--- config.mk ---
export PLATFORM = sky130hd
export DESIGN_NAME = arb_param
export DESIGN_NICKNAME = d
export VERILOG_FILES = /design/src/rtl/arb_pkg.sv /design/src/rtl/arb_prio_pick.sv /design/src/rtl/arb_param.sv
export SDC_FILE = /design/constraint.sdc
export NUM_CORES = 1
export LEC_CHECK = 0
export CAP_MARGIN = 40
export CORE_AREA = 2 2 39 41
export CTS_BUF_LIST = sky130_fd_sc_hd__clkbuf_8
export DETAILED_ROUTE_END_ITERATION = 10
export DIE_AREA = 0 0 41 43
export SETUP_SLACK_MARGIN = 0.15
export SLEW_MARGIN = 30
export SYNTH_ARGS = -nofsm -noshare
export SYNTH_HDL_FRONTEND = slang
export SYNTH_SLANG_ARGS = --single-unit
--- constraint.sdc ---
create_clock -name clk -period 2.1 [get_ports clk]
set_input_delay 0.42 -clock clk [delete_from_list [all_inputs] [get_ports clk]]
set_output_delay 0.42 -clock clk [all_outputs]
set_load 0.02 [all_outputs]
--- src/rtl/arb_pkg.sv ---
// Shared types and constants for the parametrised arbiter.
// Latency: n/a (declarations only).
// Backpressure: n/a.
package arb_pkg;

    typedef enum logic {
        ARB_FIXED = 1'b0,
        ARB_RR    = 1'b1
    } arb_mode_e;

    typedef enum logic {
        ARB_IDLE  = 1'b0,
        ARB_OWNED = 1'b1
    } arb_state_e;

    // Width of the optional hold counter.
    localparam int ARB_HOLD_W = 8;

endpackage

--- src/rtl/arb_prio_pick.sv ---
// Lowest-index-first picker: one-hot grant, its index, and an any-request flag.
// Latency: purely combinational.
// Backpressure: none.
// Ports: req (N-bit request), onehot (lowest set bit), idx (its index), any (|req).
module arb_prio_pick #(
    parameter int N = 4
) (
    input  logic [N-1:0]         req,
    output logic [N-1:0]         onehot,
    output logic [$clog2(N)-1:0] idx,
    output logic                 any
);

    localparam int IW = $clog2(N);

    always_comb begin
        onehot = '0;
        idx    = '0;
        any    = |req;
        // Walk from the top down so the lowest set bit is the last one written.
        for (int i = N - 1; i >= 0; i--) begin
            if (req[i]) begin
                onehot    = '0;
                onehot[i] = 1'b1;
                idx       = IW'(i);
            end
        end
    end

endmodule

--- src/rtl/arb_param.sv ---
// N-requester non-preemptive arbiter, fixed-priority (bit 0 highest) or round-robin.
// Latency: grant registered, visible one cycle after the request is sampled; owner handover has no idle bubble.
// Backpressure: owner keeps the grant until it drops its request (or, with ARB_MAX_HOLD_EN, until MAX_HOLD cycles elapse while others wait).
// Ports: clk, resetn (async active-low), r (requests), g (one-hot-or-zero grant),
//        gnt_valid (|g), gnt_idx (owner index, 0 when idle). All outputs registered.
// Optional macro: ARB_MAX_HOLD_EN enables the hold-limit counter.
module arb_param
    import arb_pkg::*;
#(
    parameter int N_REQ    = 4,
    parameter int MODE     = 0,
    parameter int MAX_HOLD = 8
) (
    input  logic                     clk,
    input  logic                     resetn,
    input  logic [N_REQ-1:0]         r,
    output logic [N_REQ-1:0]         g,
    output logic                     gnt_valid,
    output logic [$clog2(N_REQ)-1:0] gnt_idx
);

    localparam int IW = $clog2(N_REQ);
    localparam bit RR = (MODE == int'(ARB_RR));

    if (N_REQ < 2 || N_REQ > 16) begin : g_bad_nreq
        $error("arb_param: N_REQ out of range");
    end
    if (MAX_HOLD < 1 || MAX_HOLD >= (1 << ARB_HOLD_W)) begin : g_bad_hold
        $error("arb_param: MAX_HOLD out of range");
    end

    arb_state_e       state_q, state_d;
    logic [N_REQ-1:0] g_d;
    logic [IW-1:0]    idx_d;
    logic [IW-1:0]    ptr_q, ptr_d;

    logic [N_REQ-1:0] cand;
    logic [N_REQ-1:0] ptr_mask;
    logic [N_REQ-1:0] m_oh, u_oh, win_oh;
    logic [IW-1:0]    m_idx, u_idx, win_idx;
    logic             m_any, u_any, win_any;
    logic             owner_req;
    logic             force_rel;
    logic             do_arb;

    // Masking the current owner out of the candidates matters only for a
    // forced release; on a voluntary release its request is already low.
    assign cand      = r & ~g;
    assign owner_req = |(r & g);

    always_comb begin
        ptr_mask = '0;
        for (int i = 0; i < N_REQ; i++) begin
            ptr_mask[i] = (i >= int'(ptr_q));
        end
    end

    arb_prio_pick #(.N(N_REQ)) u_pick_masked (
        .req    (cand & ptr_mask),
        .onehot (m_oh),
        .idx    (m_idx),
        .any    (m_any)
    );

    arb_prio_pick #(.N(N_REQ)) u_pick_full (
        .req    (cand),
        .onehot (u_oh),
        .idx    (u_idx),
        .any    (u_any)
    );

    // Round-robin: prefer indices at or above ptr, else wrap to the lowest.
    always_comb begin
        if (RR && m_any) begin
            win_oh  = m_oh;
            win_idx = m_idx;
        end else begin
            win_oh  = u_oh;
            win_idx = u_idx;
        end
        win_any = u_any;
    end

`ifdef ARB_MAX_HOLD_EN
    localparam logic [ARB_HOLD_W:0] HOLD_LIM = (ARB_HOLD_W + 1)'(MAX_HOLD);

    logic [ARB_HOLD_W-1:0] hold_q, hold_d;
    logic [ARB_HOLD_W:0]   hold_inc;
    logic                  others_wait;

    assign others_wait = |cand;
    assign hold_inc    = {1'b0, hold_q} + (ARB_HOLD_W + 1)'(1);

    // The cycle now ending is a hold cycle; if it brings the count to the
    // limit, this edge hands the grant over.
    assign force_rel = (state_q == ARB_OWNED) && owner_req && others_wait
                       && (hold_inc >= HOLD_LIM);

    always_comb begin
        hold_d = hold_q;
        if (do_arb && win_any) begin
            hold_d = '0;
        end else if (state_q == ARB_OWNED && owner_req && others_wait) begin
            hold_d = hold_inc[ARB_HOLD_W-1:0];
        end
    end

    always_ff @(posedge clk or negedge resetn) begin
        if (!resetn) begin
            hold_q <= '0;
        end else begin
            hold_q <= hold_d;
        end
    end
`else
    assign force_rel = 1'b0;
`endif

    always_comb begin
        state_d = state_q;
        g_d     = g;
        idx_d   = gnt_idx;
        ptr_d   = ptr_q;
        do_arb  = 1'b0;

        case (state_q)
            ARB_IDLE:  do_arb = 1'b1;
            ARB_OWNED: do_arb = !owner_req || force_rel;
            default:   do_arb = 1'b1;
        endcase

        if (do_arb) begin
            if (win_any) begin
                state_d = ARB_OWNED;
                g_d     = win_oh;
                idx_d   = win_idx;
                ptr_d   = (int'(win_idx) == N_REQ - 1) ? '0 : win_idx + IW'(1);
            end else begin
                state_d = ARB_IDLE;
                g_d     = '0;
                idx_d   = '0;
            end
        end
    end

    always_ff @(posedge clk or negedge resetn) begin
        if (!resetn) begin
            state_q   <= ARB_IDLE;
            g         <= '0;
            gnt_valid <= 1'b0;
            gnt_idx   <= '0;
            ptr_q     <= '0;
        end else begin
            state_q   <= state_d;
            g         <= g_d;
            gnt_valid <= (state_d == ARB_OWNED);
            gnt_idx   <= idx_d;
            ptr_q     <= ptr_d;
        end
    end

endmodule

Word-level counts from Yosys, hierarchy flattened
Cells that the tools add are included.
{"block": "totals", "wordCells": 22, "in_bits": 6, "reg_bits": 7, "out_inout_bits": 7}
{"block": "classes", "n_reduce_logical": 3, "muxes": 12, "n_bitwise": 4}
{"op": "$mux W4", "count": 5}
{"op": "$mux W2", "count": 5}
{"op": "$and A4 B4 Y4", "count": 2}
{"op": "$reduce_or A4 Y1", "count": 2}
{"op": "$not A4 Y4", "count": 1}
{"op": "$pmux W1 S2", "count": 1}
{"op": "$logic_not A1 Y1", "count": 1}
{"op": "$mux W1", "count": 1}
{"op": "$not A1 Y1", "count": 1}

Logic depth before layout (Yosys ltp)
{"block": "logic_depth", "word_depth": 7, "ltp_mapped": 3, "ltp_nobuf": 3}

Modules after synthesis
From an unflattened synthesis, not the netlist that was laid out.
{"block": "unflattened", "cells_unflattened": 43, "hier_area_um2": 404.1}
{"module": "arb_param", "cells_each": 33, "instances": 1, "seq_area_each_um2": 175.2, "area_each_um2": 345.3}
{"module": "arb_prio_pick", "cells_each": 10, "instances": 1, "seq_area_each_um2": 0.0, "area_each_um2": 58.8}

Worst setup path after synthesis
No wires, ideal clock.
{"block": "synth_timing", "path_kind": "reg-to-reg", "from": "register g[2]", "to": "register gnt_valid", "required_ps": 1961, "path_slack_ps": 313, "path_buffers": 0, "stages_incl_launch_ff": 4, "period_less_slack_ps": 1787, "setup_ps": 139, "arrival_ps": 1649, "cell_sequence": "dfrtp_1 a222oi_1 a21oi_2 or4_1"}
{"block": "synth_between", "elab_chain_len": 4, "elab_cells_between_ends": 8, "classes_between": "mux: 2; bitwise: 3; reduce/logical: 3"}
{"element": "from (decl)", "line": "arb_param.sv:17", "rtl": "output logic [N_REQ-1:0] g,"}
{"element": "from (signal assigned)", "line": "arb_param.sv:155", "rtl": "g <= g_d;"}
{"element": "$and A4 B4 Y4 or $not A4 Y4 (tied branches)", "line": "arb_param.sv:49, arb_param.sv:48"}
{"element": "$reduce_or A4 Y1 or $and A4 B4 Y4 (tied branches)", "line": "arb_param.sv:49, arb_param.sv:48"}
{"element": "$logic_not A1 Y1 or $reduce_or A4 Y1 (tied branches)", "line": "arb_param.sv:128, arb_prio_pick.sv:19"}
{"element": "$pmux W1 S2 or $mux W1 (tied branches)", "line": "arb_param.sv:126, arb_param.sv:133"}
{"element": "to (signal assigned)", "line": "arb_param.sv:156", "rtl": "gnt_valid <= (state_d == ARB_OWNED);"}
{"element": "to (decl)", "line": "arb_param.sv:18", "rtl": "output logic gnt_valid,"}
Several ways; a longest one is shown, not always the timed one.
A chain may end at the register's enable or synchronous reset.

Final worst setup path
{"block": "layout_timing", "from": "input port r[2]", "to": "register gnt_valid"}
{"block": "layout_between", "elab_chain_len": 4, "elab_cells_between_ends": 7, "classes_between": "mux: 2; bitwise: 2; reduce/logical: 3"}
{"element": "from (decl)", "line": "arb_param.sv:16", "rtl": "input logic [N_REQ-1:0] r,"}
{"element": "$and A4 B4 Y4", "line": "arb_param.sv:49", "rtl": "assign owner_req = |(r & g);"}
{"element": "$reduce_or A4 Y1", "line": "arb_param.sv:49"}
{"element": "$logic_not A1 Y1", "line": "arb_param.sv:128", "rtl": "ARB_OWNED: do_arb = !owner_req || force_rel;"}
{"element": "$pmux W1 S2", "line": "arb_param.sv:126", "rtl": "case (state_q)"}
Several ways; a longest one is shown, not always the timed one.

==> flow_metrics.py <==
metrics = {
    "setup_path": {
        "path_max_fanout": 2,
        "worst_ep_arrival_time_ps": 1950,
        "startpoint_type": "input port",
        "cp-end-kind": "register",
        "path_class": "in -> reg",
        "crit_required_ps": 2200,
    },
    "grt": {
        "grt_first_pass_wirelength_microns": 1607,
        "grt.total_usage_pct": 14.40,
        "antenna_found_initial": 0,
        "grt_pass1_vias": 344,
        "gr-total-overflow": 0,
        "grt_max_degree": 8,
    },
    "layout": {
        "finalNetCount": 66,
        "regArea_sq_um": 175.2,
        "drive_gt1_share_pct": 27.12,
        "nFillCells": 139,
        "multi_input_area_sq_um": 191.4,
        "syn_to_final_growth_pct": 62.30,
        "final_util_pct": 44.76,
        "antennaDiodeCount": 0,
        "stdcell_area_sq_um": 619.3,
    },
    "routing": {
        "routed_via_density": 4.947,
        "num_vias": 371,
        "antenna_left": 0,
        "first_pass_iters": 4,
        "routedWlPerCell_microns": 13.07,
        "wl_microns": 980,
        "first_iter_violations": 10,
        "drcViolationCount": 0,
    },
    "placed_design": {
        "dp_slack_ps": 9.913,
        "gp_congestion": 0.7945,
        "hpwl_microns": 733.2,
        "placed_area_sq_um": 574.3,
        "io_buffers": 12,
    },
    "cts": {
        "clock_latency_ps": 230,
        "postCtsSetupBuffers": 0,
        "hold_buffers": 0,
        "cts_tree": "built",
        "cts_resized": 0,
        "numClockSinks": 7,
        "cts.htree.levels": 1,
        "cts-root-buf": "clkbuf_8",
        "clkTransAtPathRegs_ps": 40,
        "clockBufferDepth": 2,
        "numCtsBuffers": 3,
    },
    "synth": {
        "synthDistinctLibCells": 20,
        "syn_area_sq_um": 381.6,
        "synthCells": 36,
        "ys_ff_latch": 7,
        "synth_area_leader_cell": "dfrtp_1",
        "synth_area_leaders": "dfrtp_1 (46%), mux2_2 (8.9%), mux2i_1 (5.2%)",
        "synth_top_area_share_pct": 45.90,
        "ys_warn_count": 0,
        "synth_seq_area_share_pct": 45.90,
        "synth_area_per_cell_sq_um": 10.60,
        "synth_fp_nets": 42,
    },
    "timing": {
        "tightest_slew_ps": 447.3,
        "fin_skew_ps": 2.846,
        "setup_viol": 0,
        "timing.final.crit_period_ps": 1858,
        "fin_crit_sh_pct": 88.47,
        "layout_setup_ws_ps": 242.2,
        "relSlewSlack_pct": 70.18,
        "fmax_mhz": 538.3,
        "hold-worst-slack_ps": 454.7,
        "fin_tns_setup_ps": 0,
        "drv_slew": 0,
        "hold_violations": 0,
        "rsz0062_at_grt": "false",
    },
    "die": {
        "rows": 14,
        "die_w_microns": 41,
        "start_util_pct": 27.58,
        "dieHeight_microns": 43,
        "ioPinCount": 13,
        "die_area_sq_um": 1763,
        "fp.coreArea_sq_um": 1384,
    },
    "power_and_ir_drop": {
        "power_density_nw_per_um2": 1403,
        "p_leak_nw": 0.2785,
        "ir_worst_vdd_mv": 0.4823,
    },
    "job": {
        "drv_cap": 0,
    },
    "outcome": {
        "outcome": "completed",
    },
    "hold_path": {
        "min_path_type": "in -> async",
    },
}
-- critical path: stages --
cell and delay [ps]:
clkdlybuf4s50_1 430, a222oi_1 460, a21oi_2 100, or4_1 530
-- final timing paths --
| kind | start | cells past startpoint | to | slack, ps |
|---|---|---|---|---|
| worst min-delay path | resetn | 1 | gnt_idx[0] | 450 |
| worst min register to register | gnt_idx[1] | 1 | gnt_idx[1] | 530 |
| min in group clk | gnt_idx[1] | 1 | gnt_idx[1] | 530 |
| worst max register to register | g[2] | 3 | gnt_valid | 420 |
| max in group asynchronous | resetn | 1 | g[1] | 1400 |
| worst max-delay path | r[2] | 4 | gnt_valid | 240 |
-- cells by family (layout without fill, tap and decap cells) --
| family | Yosys count | after routing | synth area share [%] |
|---|---|---|---|
| flops | 7 | 7 | 45.90 |
| buf+inv | 4 | 27 | 3.933 |
| simple gates | 9 | 9 | 14.43 |
| compound gates | 11 | 11 | 21.64 |
| mux | 5 | 5 | 14.10 |
-- stage by stage --
step	power (mW)	std cells
finish	0.8689	75
global route	0.9241	75
CTS	0.8734	75
detailed placement	0.6799	71
global placement	0.6777	71
floorplan	0.4680	36
-- cells in the final DEF, fill, tap and decap left out, drive strengths merged --
cell,instances
or4,1
clkdlybuf4s50,12
a222oi,1
buf,7
inv,5
mux2,3
nor2b,2
or4b,1
a211oi,1
mux2i,2
dfrtp,7
a211o,1
nand2,2
clkbuf,3
a31oi,1
a21oi,3
nand2b,2
nor3,1
a22oi,1
o21bai,1
a21o,1
o31ai,1
-- layer usage --
| metal | GRT usage, % | routed length [microns] |
|---|---|---|
| met1 | 19.27 | 445 |
| met2 | 17.81 | 435 |
| met3 | 4.712 | 83 |
| met4 | 12.00 | 16 |
| met5 | 0 | 0 |
-- area by class of cell --
cell class	count	share of cell area, %
multi-input cells	25	30.91
flip-flops and latches	7	28.28
repair buffers	19	27.88
clock buffers	3	6.667
well taps	16	3.232
inverters	4	2.424
clock inverters	1	0.6061
-- flip-flops by register name, summed over array words and instances (netlist names) --
| signal | count |
|---|---|
| gnt_idx | 2 |
| g | 4 |
| gnt_valid | 1 |
-- Yosys cell counts --
cell type	n
dfrtp_1	7
inv_1	4
mux2_2	3
a21oi_1	2
mux2i_1	2
nand2_1	2
nand2b_1	2
nor2b_1	2
a211o_2	1
a211oi_1	1
a21o_1	1
a21oi_2	1
a222oi_1	1
a22oi_1	1
a31oi_1	1
nor3_1	1
o21bai_1	1
o31ai_1	1
or4_1	1
or4b_2	1
-- power breakdown --
group | total (mW) | internal [mW] | leakage (nW) | switching [mW]
logic | 0.437 | 0.239 | 0.165 | 0.198
clock network | 0.191 | 0.127 | 0.0269 | 0.0639
registers | 0.241 | 0.187 | 0.0869 | 0.0536
total | 0.869 | 0.553 | 0.278 | 0.316
Power figures use the tool's default switching activity.
